--- src/rtl/lcd_pkg.sv ---
// Shared types and constants for the HD44780 4-bit port arbiter.
package lcd_pkg;

  // Controller states; explicit encodings keep waveforms readable.
  typedef enum logic [3:0] {
    ST_PWR_WAIT    = 4'd0,
    ST_INIT_EN     = 4'd1,
    ST_INIT_GAP    = 4'd2,
    ST_INIT_SETTLE = 4'd3,
    ST_IDLE        = 4'd4,
    ST_HI_EN       = 4'd5,
    ST_HI_GAP      = 4'd6,
    ST_LO_EN       = 4'd7,
    ST_LO_GAP      = 4'd8,
    ST_SETTLE      = 4'd9
  } lcd_state_e;

  localparam int unsigned INIT_LEN   = 14;
  localparam int unsigned INIT_IDX_W = 4;

  // Power-on nibble stream: 4-bit wake-up, then 0x28, 0x0C, 0x06, 0x01, 0x80.
  // Entry 0 is the least-significant nibble.
  localparam logic [INIT_LEN-1:0][3:0] INIT_ROM = {
    4'h0, 4'h8, 4'h1, 4'h0, 4'h6, 4'h0, 4'hC,
    4'h0, 4'h8, 4'h2, 4'h2, 4'h3, 4'h3, 4'h3
  };

  // Init nibbles followed by the long settle (first wake-up, low half of clear).
  localparam logic [INIT_IDX_W-1:0] INIT_LONG_IDX_A = 4'd0;
  localparam logic [INIT_IDX_W-1:0] INIT_LONG_IDX_B = 4'd11;
  localparam logic [INIT_IDX_W-1:0] INIT_LAST_IDX   = 4'(INIT_LEN - 1);

  localparam logic [7:0] CMD_CLEAR     = 8'h01;
  localparam logic [7:0] CMD_HOME      = 8'h02;
  localparam logic [7:0] CMD_SET_DDRAM = 8'h80;

  // Clear and home need the long execution time; everything else is short.
  function automatic logic is_long_cmd(input logic rs, input logic [7:0] b);
    return !rs && ((b == CMD_CLEAR) || (b == CMD_HOME));
  endfunction

endpackage

--- src/rtl/rr_arb2.sv ---
// Two-way round-robin arbiter: combinational grant, pointer advanced on accept.
module rr_arb2 (
  input  logic       clk,
  input  logic       rst_n,
  input  logic [1:0] req_valid,
  input  logic       enable,
  output logic [1:0] grant_c,
  output logic       grant_idx_c
);

  // ptr_q names the requester preferred when both are valid.
  logic ptr_q;

  // One-hot grant; a lone requester always wins, a tie goes to the pointer.
  always_comb begin
    grant_c     = 2'b00;
    grant_idx_c = 1'b0;
    if (enable) begin
      case (req_valid)
        2'b01: begin
          grant_c     = 2'b01;
          grant_idx_c = 1'b0;
        end
        2'b10: begin
          grant_c     = 2'b10;
          grant_idx_c = 1'b1;
        end
        2'b11: begin
          grant_c     = ptr_q ? 2'b10 : 2'b01;
          grant_idx_c = ptr_q;
        end
        default: begin
          grant_c     = 2'b00;
          grant_idx_c = 1'b0;
        end
      endcase
    end
  end

  // After serving a requester, prefer the other one next time.
  always_ff @(posedge clk or negedge rst_n) begin
    if (!rst_n) begin
      ptr_q <= 1'b0;
    end else if (|grant_c) begin
      ptr_q <= ~grant_idx_c;
    end
  end

endmodule

--- src/rtl/lcd_bus_arbiter.sv ---
// HD44780 4-bit port owner: power-on init, then round-robin byte writes
// from two requesters, each serialised as two EN-strobed nibbles.
module lcd_bus_arbiter
  import lcd_pkg::*;
#(
  parameter int unsigned EN_CYCLES      = 800,
  parameter int unsigned GAP_CYCLES     = 800,
  parameter int unsigned CMD_CYCLES     = 2000,
  parameter int unsigned LONG_CYCLES    = 60000,
  parameter int unsigned POWERUP_CYCLES = 12000000
) (
  input  logic        clk,
  input  logic        rst_n,
  input  logic [1:0]  req_valid,
  input  logic [1:0]  req_rs,
  input  logic [15:0] req_data,
  output logic [1:0]  req_ready,
  output logic        grant_id,
  output logic        busy,
  output logic        init_done,
  output logic        lcd_rs,
  output logic        lcd_en,
  output logic [3:0]  lcd_data
);

  localparam int unsigned MAX_A   = (EN_CYCLES > GAP_CYCLES) ? EN_CYCLES : GAP_CYCLES;
  localparam int unsigned MAX_B   = (CMD_CYCLES > LONG_CYCLES) ? CMD_CYCLES : LONG_CYCLES;
  localparam int unsigned MAX_C   = (MAX_A > MAX_B) ? MAX_A : MAX_B;
  localparam int unsigned CNT_MAX = (MAX_C > POWERUP_CYCLES) ? MAX_C : POWERUP_CYCLES;
  localparam int unsigned CNT_W   = $clog2(CNT_MAX) + 1;

  lcd_state_e             state_q, state_d;
  logic [CNT_W-1:0]       cnt_q, cnt_d;
  logic [CNT_W-1:0]       limit_c;
  logic                   last_c;
  logic [INIT_IDX_W-1:0]  idx_q, idx_d;
  logic [INIT_IDX_W-1:0]  idx_nxt_c;
  logic [3:0]             lo_nib_q, lo_nib_d;
  logic                   long_q, long_d;
  logic                   grant_id_q, grant_id_d;
  logic                   init_done_q, init_done_d;
  logic                   lcd_rs_q, lcd_rs_d;
  logic                   lcd_en_q, lcd_en_d;
  logic [3:0]             lcd_data_q, lcd_data_d;
  logic                   busy_q, busy_d;

  logic [1:0]             grant_c;
  logic                   grant_idx_c;
  logic                   sel_rs_c;
  logic [7:0]             sel_byte_c;

  rr_arb2 u_arb (
    .clk         (clk),
    .rst_n       (rst_n),
    .req_valid   (req_valid),
    .enable      (state_q == ST_IDLE),
    .grant_c     (grant_c),
    .grant_idx_c (grant_idx_c)
  );

  assign sel_rs_c   = req_rs[grant_idx_c];
  assign sel_byte_c = grant_idx_c ? req_data[15:8] : req_data[7:0];
  assign idx_nxt_c  = idx_q + INIT_IDX_W'(1);

  // Final count value of the current state; each state lasts limit+1 cycles.
  always_comb begin
    limit_c = '0;
    case (state_q)
      ST_PWR_WAIT: limit_c = CNT_W'(POWERUP_CYCLES - 1);
      ST_INIT_EN, ST_HI_EN, ST_LO_EN: limit_c = CNT_W'(EN_CYCLES - 1);
      ST_INIT_GAP, ST_HI_GAP, ST_LO_GAP: limit_c = CNT_W'(GAP_CYCLES - 1);
      ST_INIT_SETTLE: begin
        if ((idx_q == INIT_LONG_IDX_A) || (idx_q == INIT_LONG_IDX_B)) begin
          limit_c = CNT_W'(LONG_CYCLES - 1);
        end else begin
          limit_c = CNT_W'(CMD_CYCLES - 1);
        end
      end
      ST_SETTLE: limit_c = long_q ? CNT_W'(LONG_CYCLES - 1) : CNT_W'(CMD_CYCLES - 1);
      default:   limit_c = '0;
    endcase
  end

  assign last_c = (cnt_q == limit_c);

  // Next-state and next-output logic; pins only change when entering an EN state.
  always_comb begin
    state_d     = state_q;
    cnt_d       = last_c ? '0 : cnt_q + CNT_W'(1);
    idx_d       = idx_q;
    lo_nib_d    = lo_nib_q;
    long_d      = long_q;
    grant_id_d  = grant_id_q;
    init_done_d = init_done_q;
    lcd_rs_d    = lcd_rs_q;
    lcd_data_d  = lcd_data_q;

    case (state_q)
      ST_PWR_WAIT: begin
        if (last_c) begin
          state_d    = ST_INIT_EN;
          idx_d      = '0;
          lcd_rs_d   = 1'b0;
          lcd_data_d = INIT_ROM[0];
        end
      end
      ST_INIT_EN: if (last_c) state_d = ST_INIT_GAP;
      ST_INIT_GAP: if (last_c) state_d = ST_INIT_SETTLE;
      ST_INIT_SETTLE: begin
        if (last_c) begin
          if (idx_q == INIT_LAST_IDX) begin
            state_d     = ST_IDLE;
            init_done_d = 1'b1;
          end else begin
            state_d    = ST_INIT_EN;
            idx_d      = idx_nxt_c;
            lcd_rs_d   = 1'b0;
            lcd_data_d = INIT_ROM[idx_nxt_c];
          end
        end
      end
      ST_IDLE: begin
        cnt_d = '0;
        if (|grant_c) begin
          state_d    = ST_HI_EN;
          grant_id_d = grant_idx_c;
          lcd_rs_d   = sel_rs_c;
          lcd_data_d = sel_byte_c[7:4];
          lo_nib_d   = sel_byte_c[3:0];
          long_d     = is_long_cmd(sel_rs_c, sel_byte_c);
        end
      end
      ST_HI_EN: if (last_c) state_d = ST_HI_GAP;
      ST_HI_GAP: begin
        if (last_c) begin
          state_d    = ST_LO_EN;
          lcd_data_d = lo_nib_q;
        end
      end
      ST_LO_EN: if (last_c) state_d = ST_LO_GAP;
      ST_LO_GAP: if (last_c) state_d = ST_SETTLE;
      ST_SETTLE: if (last_c) state_d = ST_IDLE;
      default: begin
        state_d = ST_PWR_WAIT;
        cnt_d   = '0;
      end
    endcase

    lcd_en_d = (state_d == ST_INIT_EN) || (state_d == ST_HI_EN) || (state_d == ST_LO_EN);
    busy_d   = (state_d != ST_IDLE);
  end

  // State, counter and registered pin drivers.
  always_ff @(posedge clk or negedge rst_n) begin
    if (!rst_n) begin
      state_q     <= ST_PWR_WAIT;
      cnt_q       <= '0;
      idx_q       <= '0;
      lo_nib_q    <= '0;
      long_q      <= 1'b0;
      grant_id_q  <= 1'b0;
      init_done_q <= 1'b0;
      lcd_rs_q    <= 1'b0;
      lcd_en_q    <= 1'b0;
      lcd_data_q  <= '0;
      busy_q      <= 1'b0;
    end else begin
      state_q     <= state_d;
      cnt_q       <= cnt_d;
      idx_q       <= idx_d;
      lo_nib_q    <= lo_nib_d;
      long_q      <= long_d;
      grant_id_q  <= grant_id_d;
      init_done_q <= init_done_d;
      lcd_rs_q    <= lcd_rs_d;
      lcd_en_q    <= lcd_en_d;
      lcd_data_q  <= lcd_data_d;
      busy_q      <= busy_d;
    end
  end

  assign req_ready = grant_c;
  assign grant_id  = grant_id_q;
  assign busy      = busy_q;
  assign init_done = init_done_q;
  assign lcd_rs    = lcd_rs_q;
  assign lcd_en    = lcd_en_q;
  assign lcd_data  = lcd_data_q;

endmodule

--- config.mk ---
export PLATFORM = sky130hd
export DESIGN_NAME = lcd_bus_arbiter
export DESIGN_NICKNAME = d
export VERILOG_FILES = /design/src/rtl/lcd_pkg.sv /design/src/rtl/rr_arb2.sv /design/src/rtl/lcd_bus_arbiter.sv
export SDC_FILE = /design/constraint.sdc
export NUM_CORES = 1
export LEC_CHECK = 0
export BUFFER_PORTS_ARGS = -buffer_cell sky130_fd_sc_hd__buf_2
export CAP_MARGIN = 20
export CELL_PAD_IN_SITES_DETAIL_PLACEMENT = 2
export CELL_PAD_IN_SITES_GLOBAL_PLACEMENT = 2
export CORE_ASPECT_RATIO = 1.4
export CORE_MARGIN = 1
export CORE_UTILIZATION = 35
export DETAILED_ROUTE_END_ITERATION = 7
export PLACE_DENSITY = 0.75
export SYNTH_ARGS = -nofsm -noshare
export SYNTH_HDL_FRONTEND = slang
export SYNTH_SLANG_ARGS = --single-unit
--- constraint.sdc ---
create_clock -name clk -period 9.1 [get_ports clk]
set_input_delay 0.455 -clock clk [delete_from_list [all_inputs] [get_ports clk]]
set_output_delay 0.455 -clock clk [all_outputs]
set_load 0.02 [all_outputs]
Yosys cells after proc, flatten, opt, wreduce, memory -nomap -nowiden --
Memory sizes are Yosys's and may differ from the RTL's. Cells that the tools add are included.
Storage, ports and cells: output and inout bits 11, register bits 48, memories 1, word-level logic and storage cells 104, bits in read-only memories 64, input bits 22
Memory list:
- (name not given) | words 16, width 4, read ports 1, clocked after memory_dff 0, write ports 0, line lcd_bus_arbiter.sv:118 | lcd_data_d = INIT_ROM[idx_nxt_c];
Operators by class: $lt $le $gt $ge 2, multiplexer cells 41, bitwise gates (word level) 1, reduce and logical (&&, ||, !) cells 19, equality and inequality tests 26, add/sub/neg operators 2
Operator list (count):
- $pmux 24 s4 | 1
- $mux 4 | 19
- $mux 25 | 2
- $pmux 4 s10 | 1
- $mux 16 | 2
- $add 25x1->25 const B | 1
- $eq 25x25->1 | 1
- $eq 4x3->1 const B | 6
- $eq 4x4->1 const B | 4
- $pmux 4 s4 | 1
- $ne 2x2->1 const B | 5
- $reduce_or 9->1 | 1
- $eq 4x1->1 const B | 2
- $eq 4x2->1 const B | 2
- $eq 8x1->1 const B | 1
- $eq 8x2->1 const B | 1
- $logic_not 4->1 | 2
- $mux 8 | 1
- $pmux 4 s2 | 1
- $mux 1 | 7
- $pmux 2 s3 | 1
- $reduce_and 6->1 | 1
- $reduce_or 6->1 | 1
- $lt 4x5->1 const B | 1
- 21 further kinds | 26

Logic depth before layout (Yosys ltp) --
depth in word-level cells 10, depth in mapped cells 11, gate-level depth less buffers 9

Hierarchy --
A second synthesis with hierarchy kept.
Unflattened totals: cell total of the unflattened synthesis 357, area, all modules 3135.5 um^2
Modules (own cells, without submodules):
- lcd_bus_arbiter | area each 3069.2 um^2, instances 1, cells an instance 348
- rr_arb2 | area each 66.3 um^2, instances 1, cells an instance 9

Least setup slack after synthesis --
OpenSTA, ideal clock, no wires.
path type register to register, start point register cnt_q[3], end point register idx_q[2], setup time 0.121 ns, required time 8.979 ns, buffers on the path 1, slack 6.146 ns, arrival 2.833 ns, stages on the path, launching flop included 9, cells stage by stage dfrtp_1 or4_1 or4_1 a2111oi_2 nand4_2 or3_4 buf_6 or2_1 a22o_1
On the way: word-level cells in the longest chain between the ends 3, elaborated cells between the ends (all ways) 4, classes of those cells eq/ne (3); reduce/logical (1)
Ends and longest elaborated chain:
- start: declaration | line lcd_bus_arbiter.sv:33 | logic [CNT_W-1:0] cnt_q, cnt_d;
- start signal: assignment | line lcd_bus_arbiter.sv:169 | cnt_q <= cnt_d;
- $eq 25x25->1 (*) | line lcd_bus_arbiter.sv:84 | assign last_c = (cnt_q == limit_c);
- $ne 2x2->1 (no source line)
- $reduce_and 4->1 (no source line) (*)
- end signal: assignment | line lcd_bus_arbiter.sv:170 | idx_q <= idx_d;
- end: declaration | line lcd_bus_arbiter.sv:36 | logic [INIT_IDX_W-1:0] idx_q, idx_d;
Mark *: on every way between the ends. The rest lies on a longest branch, timed or not. A chain may end at the register's enable or synchronous reset.

Final worst setup path --
start point register state_q[1], end point register lcd_en_q (netlist: lcd_en)
On the way: word-level cells in the longest chain between the ends 9, elaborated cells between the ends (all ways) 31, classes of those cells eq/ne (13); mux (13); reduce/logical (5)
Ends and longest elaborated chain:
- start: declaration | line lcd_bus_arbiter.sv:32 | lcd_state_e state_q, state_d;
- start signal: assignment | line lcd_bus_arbiter.sv:168 | state_q <= state_d;
- $eq 4x4->1, or another cell as far along | line lcd_bus_arbiter.sv:68, lcd_bus_arbiter.sv:98
- $reduce_or 6->1 (no source line)
- $pmux 24 s4 | line lcd_bus_arbiter.sv:68 | case (state_q)
- $eq 25x25->1 | line lcd_bus_arbiter.sv:84
- $mux 4, or another cell as far along | line lcd_bus_arbiter.sv:142 | ST_SETTLE: if (last_c) state_d = ST_IDLE;
- $pmux 4 s10 (*) | line lcd_bus_arbiter.sv:98 | case (state_q)
- $eq 4x1->1 or $eq 4x3->1 (tied branches) | line lcd_bus_arbiter.sv:149 | lcd_en_d = (state_d == ST_INIT_EN) || (state_d == ST_HI_EN) || (state_d == ST_LO_EN);
- $logic_or 1x1->1 | line lcd_bus_arbiter.sv:149
- $logic_or 1x1->1 (*) | line lcd_bus_arbiter.sv:149
- via lcd_en_d | line lcd_bus_arbiter.sv:43 | logic lcd_en_q, lcd_en_d;
- end signal: assignment | line lcd_bus_arbiter.sv:176 | lcd_en_q <= lcd_en_d;
- end: declaration | line lcd_bus_arbiter.sv:43
Mark *: on every way through the listed nets, which the timed path passes. The rest lies on a longest branch.

==> out/metrics.cfg <==
[sta]
fin_ws_ps = 5410
rsz0062_at_grt = false
slew_violations = 0
relSlewSlack = 0.330
max_freq_ghz = 0.271
fin_crit_ps = 3690
holdWs_ps = 278
setup_violations = 0
fin_crit_sh = 0.406
tns_ps = 0
finClkSkew_ps = 4.72
tightest_slew_ps = 1000
hold_viol = 0

[clock_tree]
cts_resized = 0
cts_hold_buf = 0
root_buffer = clkbuf_16
postCtsSetupRepairBufs = 0
clkTransAtPathRegs_ps = 70
clock-sinks = 48
cts_made_buffers = 5
cts_buffer_depth = 2
cts_max_level = 2
insertion_delay_ps = 290
cts_tree = yes

[grt]
grt_first_pass_wirelength_um = 16300
grt_overflow = 0
grt_max_degree = 49
grt_pass1_vias = 3189
antenna_found_initial = 0
grt_usage = 0.230

[worst_setup_path]
cp.buffers_inverters = 0
crit_fanout = 28
crit_slowest_cell = dfrtp_1
crit_type = reg -> reg
crit_chain = nor2_1, or4_1, a2111oi_2, nand4_2, nor4_4, mux2_2, nor4_2
cpPeakStageDelay_ps = 960
cp.required_ps = 9300
start_kind = flip-flop
rrSetupSlack_ps = 5410
crit_arrival_ps = 3900
crit_family = simple AND/OR/NAND/NOR gates
endpoint_kind = flip-flop

[logic_synthesis]
synth_area_leader_cell = dfrtp_1
syn_area_um2 = 3150
ys.flop_type = dfrtp_1
synth_edf_count = 0
syn_inst = 364
synth_area_leaders = dfrtp_1 (38%), nor2_1 (6.2%), nand2_1 (4.5%)
synthSimpleGateAreaFrac = 0.278
syn_avg_cell_area_um2 = 8.65
synth_fa_ha_area_frac = 0.0318
synth_cell_types = 62
yosysSeqAreaShare = 0.381
synth_top_family_by_area = simple AND/OR/NAND/NOR gates
synth-compound-area-share = 0.135
muxShareOfSynthArea = 0.0481
synth_nets = 394
synth-xor-area-share = 0.0834
async_flop_share = 1.00
synthDominantCellAreaShare = 0.381
synth_warnings = 0
ys_ff_latch = 48

[power_and_ir_drop]
power_uw = 418
p_per_area_nw_per_um2 = 118
ir_drop_uv = 64.1
leakage_nw = 1.62

[final_layout]
fill_cells = 992
final_common_cell = nor2_1
instances_no_fill = 497
area_delta_synth_final_pct = 12.4
finalInstanceArea_um2 = 3540
antennaDiodeCount = 0
drive_above_1_share = 0.148
utilization = 0.409
nNetsFinal = 421
final_cell_mix = nor2_1 (52), dfrtp_1 (48), nand2_1 (38)

[floorplan]
fp.dieArea_um2 = 9390
fp-row-count = 40
coreArea_um2 = 8660
die_y_um = 114
dieWidth_um = 82.2
io_pins = 33
initial_core_util = 0.364

[place]
portBuffers = 32
place_congestion = 0.778
placed_area_um2 = 3390
place_ws_ps = 5390
dp.cells = 489
dp_hpwl_um = 7340

[drt]
wl_per_cell_um = 19.7
firstDrtPassIters = 6
drt_iter0_markers = 138
drc_errors = 0
dr_total_vias = 2842
antenna_left = 0
avgViaCountPerCell = 5.72
drt_wl_total_um = 9780

[run_status]
status = finished, final reports clean

[run]
drv_cap = 0

[hold_path]
hold_path_class = in -> async

==> per-layer routing <==
metal	wire, um	part of all wire	global-route usage
met5	0	0	0
met4	235	0.024	0.0807
met3	166	0.017	0.0271
met2	5440	0.56	0.439
met1	3940	0.40	0.251
==> worst reg2reg max path: cells and delay by family (launching register included) <==
| family | cells | cell delay, ps |
|---|---|---|
| flops | 1 | 960 |
| simple gates | 5 | 1860 |
| mux | 1 | 430 |
| compound gates | 1 | 370 |
==> final timing paths <==
check / startpoint / end / cells after the start
min in group clk: req_data[1] / lo_nib_q[1] / 3
max reg2reg: state_q[1] / lcd_en / 7
min: rst_n / lcd_data[1] / 2
max in group asynchronous: rst_n / cnt_q[5] / 2
min reg2reg: init_done / init_done / 1
max: state_q[1] / lcd_en / 7
==> cells by family (layout without fill, tap and decap cells) <==
group / count (synthesis) / in the layout
adder cells (fa/ha/maj): 8 / 8
AO/OA/AOI/OAI: 61 / 61
AND/OR/NAND/NOR: 171 / 171
buffers and inverters: 32 / 60
flip-flops: 48 / 48
multiplexers: 14 / 14
XOR/XNOR: 30 / 30
==> Yosys cell counts (all sizes together) (2+ instances only) <==
cell type  count
nor4           8
nor2b          4
and4           2
nand3         18
inv           17
nor2          52
or4            4
xor2          16
a311o          2
ha             8
a31oi          5
nor3          10
nand2b         6
mux2i          8
nand2         38
a22o           3
o211ai         3
or2            3
and3           7
buf            6
o2111ai        3
or3            3
o21ai         17
mux2           6
dfrtp         48
xnor2         14
a21oi         10
nand4         10
a2111oi        4
clkbuf         9
==> where the power goes <==
group          switching (mW)  total, mW  internal, mW
Combinational         0.00870     0.0136       0.00485
Sequential                  0      0.213         0.213
Clock                  0.0813      0.191         0.110
Total                  0.0900      0.418         0.328
==> state kept, by name, summed over array words and instances (netlist names) <==
register and count:
state_q 4, lcd_rs 1, lo_nib_q 4, u_arb.ptr_q 1
cnt_q 25, idx_q 4, grant_id 1, long_q 1
init_done 1, lcd_en 1, lcd_data 4, busy 1
==> final cells by class <==
cell class                 count  area, um^2  area share
clock buffer                   8         146      0.0413
inverter                      17        63.8      0.0180
tap                          105         131      0.0371
multi-input combinational    284        1820       0.513
sequential                    48        1200       0.339
timing repair buffer          35         183      0.0516
Power figures use the tool's default switching activity.
